==> src/rtl/mmu_hs_pkg.sv <==
// Shared definitions for the MMU handshake queues: launcher states,
// default queue geometry and pointer/count width helpers.
package mmu_hs_pkg;

    typedef enum logic {
        LNCH_IDLE = 1'b0,
        LNCH_WAIT = 1'b1
    } lnch_state_e;

    localparam int MMU_Q_DEPTH = 4;
    localparam int MMU_Q_WIDTH = 32;

    // Width of a pointer that indexes 0..depth-1 (never narrower than one bit).
    function automatic int ptr_width(input int depth);
        return (depth <= 2) ? 1 : $clog2(depth);
    endfunction

    // Width of an occupancy counter that must hold 0..depth inclusive.
    function automatic int cnt_width(input int depth);
        return $clog2(depth + 1);
    endfunction

endpackage

==> src/rtl/mmu_pulse_delay.sv <==
// Delays a single-cycle pulse by DELAY clock cycles using a shift register.
// Reset clears every stage, so a pulse in flight is cancelled.
module mmu_pulse_delay #(
    parameter int DELAY = 1
) (
    input  logic clk,
    input  logic rst,
    input  logic pulse_i,
    output logic pulse_o
);

    logic [DELAY-1:0] stage_q;

    // Shift the pulse one stage per clock; stage 0 captures the input.
    always_ff @(posedge clk or posedge rst) begin
        if (rst) begin
            stage_q <= '0;
        end else begin
            stage_q[0] <= pulse_i;
            for (int i = 1; i < DELAY; i++) begin
                stage_q[i] <= stage_q[i-1];
            end
        end
    end

    assign pulse_o = stage_q[DELAY-1];

endmodule

==> src/rtl/sfifo_n_mmu.sv <==
// DEPTH-entry circular-buffer FIFO between MMU request stages. Tokens enter
// on a drive pulse and leave one at a time on o_driveNext, DRIVE_DELAY
// cycles after the launcher commits to sending the head entry.
module sfifo_n_mmu
    import mmu_hs_pkg::*;
#(
    parameter int DEPTH       = MMU_Q_DEPTH,
    parameter int WIDTH       = MMU_Q_WIDTH,
    parameter int DRIVE_DELAY = 1
) (
    input  logic                         clk,
    input  logic                         rst,
    input  logic                         i_drive,
    input  logic [WIDTH-1:0]             i_data,
    output logic                         o_free,
    output logic                         o_fire,
    input  logic                         i_freeNext,
    output logic                         o_driveNext,
    output logic [WIDTH-1:0]             o_data,
    output logic [$clog2(DEPTH+1)-1:0]   o_count,
    output logic                         o_overflow
);

    localparam int PTR_W = ptr_width(DEPTH);
    localparam int CNT_W = cnt_width(DEPTH);
    localparam logic [PTR_W-1:0] PTR_LAST = PTR_W'(DEPTH - 1);
    localparam logic [CNT_W-1:0] CNT_FULL = CNT_W'(DEPTH);

    logic [WIDTH-1:0] mem_q [DEPTH];
    logic [PTR_W-1:0] wr_ptr_q;
    logic [PTR_W-1:0] rd_ptr_q;
    logic [CNT_W-1:0] count_q;
    logic [CNT_W-1:0] count_d;
    logic             overflow_q;
    logic             fire_q;
    logic [WIDTH-1:0] data_q;
    lnch_state_e      state_q;
    lnch_state_e      state_d;

    logic free;
    logic push_acc;
    logic launch;
    logic delay_fire;

    // Space is judged from the registered count, so a same-cycle launch
    // does not make room for a push arriving while full.
    assign free     = (count_q != CNT_FULL);
    assign push_acc = i_drive & free;

    // Launcher: commit to a launch from IDLE, then wait for the delayed pulse.
    always_comb begin
        state_d = state_q;
        launch  = 1'b0;
        case (state_q)
            LNCH_IDLE: begin
                if ((count_q != '0) && i_freeNext) begin
                    launch  = 1'b1;
                    state_d = LNCH_WAIT;
                end
            end
            LNCH_WAIT: begin
                if (delay_fire) begin
                    state_d = LNCH_IDLE;
                end
            end
            default: state_d = LNCH_IDLE;
        endcase
    end

    // Occupancy: a push and a launch in the same cycle cancel out.
    always_comb begin
        count_d = count_q;
        case ({push_acc, launch})
            2'b10:   count_d = count_q + CNT_W'(1);
            2'b01:   count_d = count_q - CNT_W'(1);
            default: count_d = count_q;
        endcase
    end

    // Control state: launcher, pointers, count, flags and the output payload.
    always_ff @(posedge clk or posedge rst) begin
        if (rst) begin
            state_q    <= LNCH_IDLE;
            wr_ptr_q   <= '0;
            rd_ptr_q   <= '0;
            count_q    <= '0;
            overflow_q <= 1'b0;
            fire_q     <= 1'b0;
            data_q     <= '0;
        end else begin
            state_q <= state_d;
            count_q <= count_d;
            fire_q  <= push_acc;
            if (i_drive && !free) begin
                overflow_q <= 1'b1;
            end
            if (push_acc) begin
                wr_ptr_q <= (wr_ptr_q == PTR_LAST) ? '0 : wr_ptr_q + PTR_W'(1);
            end
            if (launch) begin
                data_q   <= mem_q[rd_ptr_q];
                rd_ptr_q <= (rd_ptr_q == PTR_LAST) ? '0 : rd_ptr_q + PTR_W'(1);
            end
        end
    end

    // Storage array; contents need no reset because the pointers define validity.
    always_ff @(posedge clk) begin
        if (push_acc) begin
            mem_q[wr_ptr_q] <= i_data;
        end
    end

    mmu_pulse_delay #(
        .DELAY (DRIVE_DELAY)
    ) u_drive_delay (
        .clk     (clk),
        .rst     (rst),
        .pulse_i (launch),
        .pulse_o (delay_fire)
    );

    assign o_free      = free;
    assign o_fire      = fire_q;
    assign o_driveNext = delay_fire;
    assign o_data      = data_q;
    assign o_count     = count_q;
    assign o_overflow  = overflow_q;

endmodule
==> config.mk <==
export PLATFORM = sky130hd
export DESIGN_NAME = sfifo_n_mmu
export DESIGN_NICKNAME = d
export VERILOG_FILES = /design/src/rtl/mmu_hs_pkg.sv /design/src/rtl/mmu_pulse_delay.sv /design/src/rtl/sfifo_n_mmu.sv
export SDC_FILE = /design/constraint.sdc
export NUM_CORES = 1
export LEC_CHECK = 0
export ABC_AREA = 1
export CORE_AREA = 2 2 147 149
export CTS_BUF_LIST = sky130_fd_sc_hd__clkbuf_4
export CTS_CLUSTER_DIAMETER = 40
export CTS_CLUSTER_SIZE = 24
export DETAILED_ROUTE_END_ITERATION = 12
export DIE_AREA = 0 0 149 151
export GPL_TIMING_DRIVEN = 0
export HOLD_SLACK_MARGIN = 0.06
export MAX_ROUTING_LAYER = met4
export PLACE_DENSITY_LB_ADDON = 0.25
export SLEW_MARGIN = 5
export SYNTH_ARGS = -nofsm -noshare
export SYNTH_HDL_FRONTEND = slang
export SYNTH_SLANG_ARGS = --single-unit
export TNS_END_PERCENT = 5
==> constraint.sdc <==
create_clock -name clk -period 6.95 [get_ports clk]
set_input_delay 1.39 -clock clk [delete_from_list [all_inputs] [get_ports clk]]
set_output_delay 1.39 -clock clk [all_outputs]
set_load 0.005 [all_outputs]
==> summary.txt <==
Detailed routing
  • Final ANT Viol Nets: 0
  • DRC viols: 0
  • Routed vias/inst: 4.21
  • Via count: 4588
  • Detailed-route wire length: 15000 um
  • Drt first-iter violations: 206
  • Detailed Routing Iterations Pass 1: 5
  • Wirelength per Cell: 13.8 um

Final layout
  • Fin cells: 1089
  • P&R area growth vs syn: 21.9%
  • Layout cells sized above 1: 8.62%
  • Final #Nets: 842
  • Filler cells: 2030
  • Final instance area: 8750 um2

Yosys
  • Yosys reg bits: 171
  • Main synth FF type: edfxtp_1
  • Synth area leader: edfxtp_1
  • Post-synthesis async set-or-reset flop share: 25.1%
  • Netlist cell types: 22
  • Top cells by area, synth: edfxtp_1, dfrtp_1, nand2_1, inv_1, nand3_1
  • Post-synthesis sequential area ratio: 68.6%
  • Avg Inst Size Synth: 10.2 um2
  • Synth Warn #: 0
  • Top-count cell post-synth: nand2_1
  • Yosys top cell area share: 53.6%
  • Cell count after synthesis: 701
  • Synth top cells by count: nand2_1, inv_1, edfxtp_1
  • Post-Synthesis Net Count: 744
  • EDFF count, synth: 128
  • Synthesized area: 7180 um2

Die
  • DIE WIDTH: 149 um
  • # rows: 53
  • DIE AREA: 22500 um2
  • Initial Utilization: 34.5%
  • I/O pins: 75
  • Die height: 151 um
  • Core Box Area: 20800 um2

CTS
  • Resized cells post-CTS: 0
  • Clk pin slew, worst setup/hold paths: 150 ps
  • CTS Root Cell: clkbuf_4
  • CTS tree: done
  • Post-CTS Setup Inserts: 0
  • CTS H-tree depth: 4
  • Clock tree buffer depth: 2
  • Total CTS buffers: 17
  • Clock latency on the worst-skew pair: 590 ps
  • Post-CTS Hold Fix Bufs: 0
  • # clock sinks: 171

GRT
  • First-pass GRT wire length: 23400 um
  • Initial antenna violation count: 2
  • Total Routing Usage GR: 14.5%
  • Vias in the first global route: 4378
  • Total gr overflow: 0
  • Pin count of the biggest net entering global routing: 34

Worst setup path
  • Crit path largest cell delay: 470 ps
  • Worst Setup Path Type: flop to primary output
  • Crit path max fanout: 4
  • WP data arrival: 1800 ps
  • Cell family with most CP delay: flip-flops
  • Crit-path slowest cell: dfrtp_1
  • Critical-path cell list: nor2_4 -> nand2_1 -> clkdlybuf4s50_1
  • CP bufs+invs: 1
  • Critical Path Sink Type: primary output
  • CP Data Required Time: 5560 ps
  • CP Launch Type: flop

STA
  • Final hold viol count: 0
  • Skew final: 23.2 ps
  • Period minus WS final: 3190 ps
  • # setup viols final: 0
  • Slew @ Worst Pin: 685 ps
  • Top achievable clock speed: 314 MHz
  • Rel. slew slack: 54.2%
  • Setup TNS: 0 ps
  • Pins over their slew limit: 0
  • Fin crit share: 45.9%
  • Min Hold Slack: 455 ps
  • Unrepaired setup endpoints after global routing: false

Placed design
  • Placed Instance Area: 8410 um2
  • HPWL Detailed: 9730 um
  • Port bufs: 74
  • Placer Congestion: 0.710
  • Inst Count DP: 1055

Pwr
  • LEAKAGE: 3.99 nW
  • Highest ir drop seen on vdd: 0.0782 mV
  • Total Power: 1.79 mW
  • Pwr Density: 204 nW/um2

Min path
  • Worst Hold Class: flop to flop

Job
  • Total of max-cap violations: 0

Run status
  • Status: complete, no violations
[sequential cells by signal, summed over array words and instances, names as in the netlist]
name and flops:
rd_ptr_q 2, mem_q 128, u_drive_delay.pulse_o 1, o_fire 1
o_overflow 1, wr_ptr_q 2, o_data 32, state_q 1
o_count 3
[area by class of cell]
class	count	area, um2	share of cell area [%]
Antenna cell	2	5.00	0.0572
Buffer	27	168	1.92
Clock buffer	17	128	1.46
Clock inverter	15	208	2.37
Inverter	145	544	6.22
Multi-Input combinational cell	358	1570	18.0
Sequential cell	171	4920	56.3
Tap cell	275	344	3.93
Timing Repair Buffer	79	856	9.79
[layout by cell type, fill, tap and decap left out, types with 3 or more instances in the layout]
cell type / instances
buf_12: 3
buf_2: 11
buf_4: 8
buf_6: 3
bufinv_16: 4
clkbuf_1: 4
clkbuf_4: 17
clkdlybuf4s50_1: 74
dfrtp_1: 43
edfxtp_1: 128
ha_1: 6
inv_1: 143
inv_6: 6
nand2_1: 269
nand3_1: 65
nor2_4: 5
o21ai_0: 5
[worst register-to-register path, cell delays in order, from the launching register on]
cell and delay (ps):
dfrtp_1 390, inv_1 90, nand2_1 100, a21oi_4 330, buf_6 210, ha_1 180, inv_1 70, fa_1 370
nand2_1 80, nand3_1 90, xor2_1 150
[per-layer routing]
layer / share of wire, % / up-vias / global-route usage, %
met2: 50 / 90 / 23.9
met4: 1.4 / 0 / 3.86
met3: 5.1 / 17 / 4.79
li1: - / 2357 / -
met1: 44 / 2124 / 17.2
met5: 0 / - / -
[power breakdown]
part / internal (mW) / switching, mW
combinational: 0.0187 / 0.0161
clock: 0.292 / 0.361
sequential: 1.10 / 0.0000000000000000129
[cells by family (layout without fill, tap and decap cells)]
group,Yosys count,after routing,share of synthesized area (%)
adder cells (fa/ha/maj),7,7,1.33
other,0,2,0
AO/OA/AOI/OAI,7,7,0.697
AND/OR/NAND/NOR,342,342,19.3
buffers and inverters,172,283,9.92
flip-flops,171,171,68.6
XOR/XNOR,2,2,0.244
[metrics by stage]
stage / worst slack (ps) / utilization (%)
detailed placement: 3330 / 40.4
floorplan: 3670 / -
CTS: 3710 / 42.0
global placement: 1850 / 39.7
finish: 3760 / 42.0
global route: 3610 / 42.0
[worst paths after layout]
kind                       slack, ps                     end                             from  depth (start not counted)
max                             3760                  o_free           o_count[0]$_DFFE_PP0P_                          3
min                              450       state_q$_DFF_PP0_  u_drive_delay.pulse_o$_DFF_PP0_                          1
max reg2reg                     4810  o_count[2]$_DFFE_PP0P_                state_q$_DFF_PP0_                         10
min reg2reg                      450       state_q$_DFF_PP0_  u_drive_delay.pulse_o$_DFF_PP0_                          1
max in group asynchronous       5410   o_data[7]$_DFFE_PP0P_                              rst                          3
min in group asynchronous       1040   o_data[8]$_DFFE_PP0P_                              rst                          2
(Power assumes the default switching activity.)
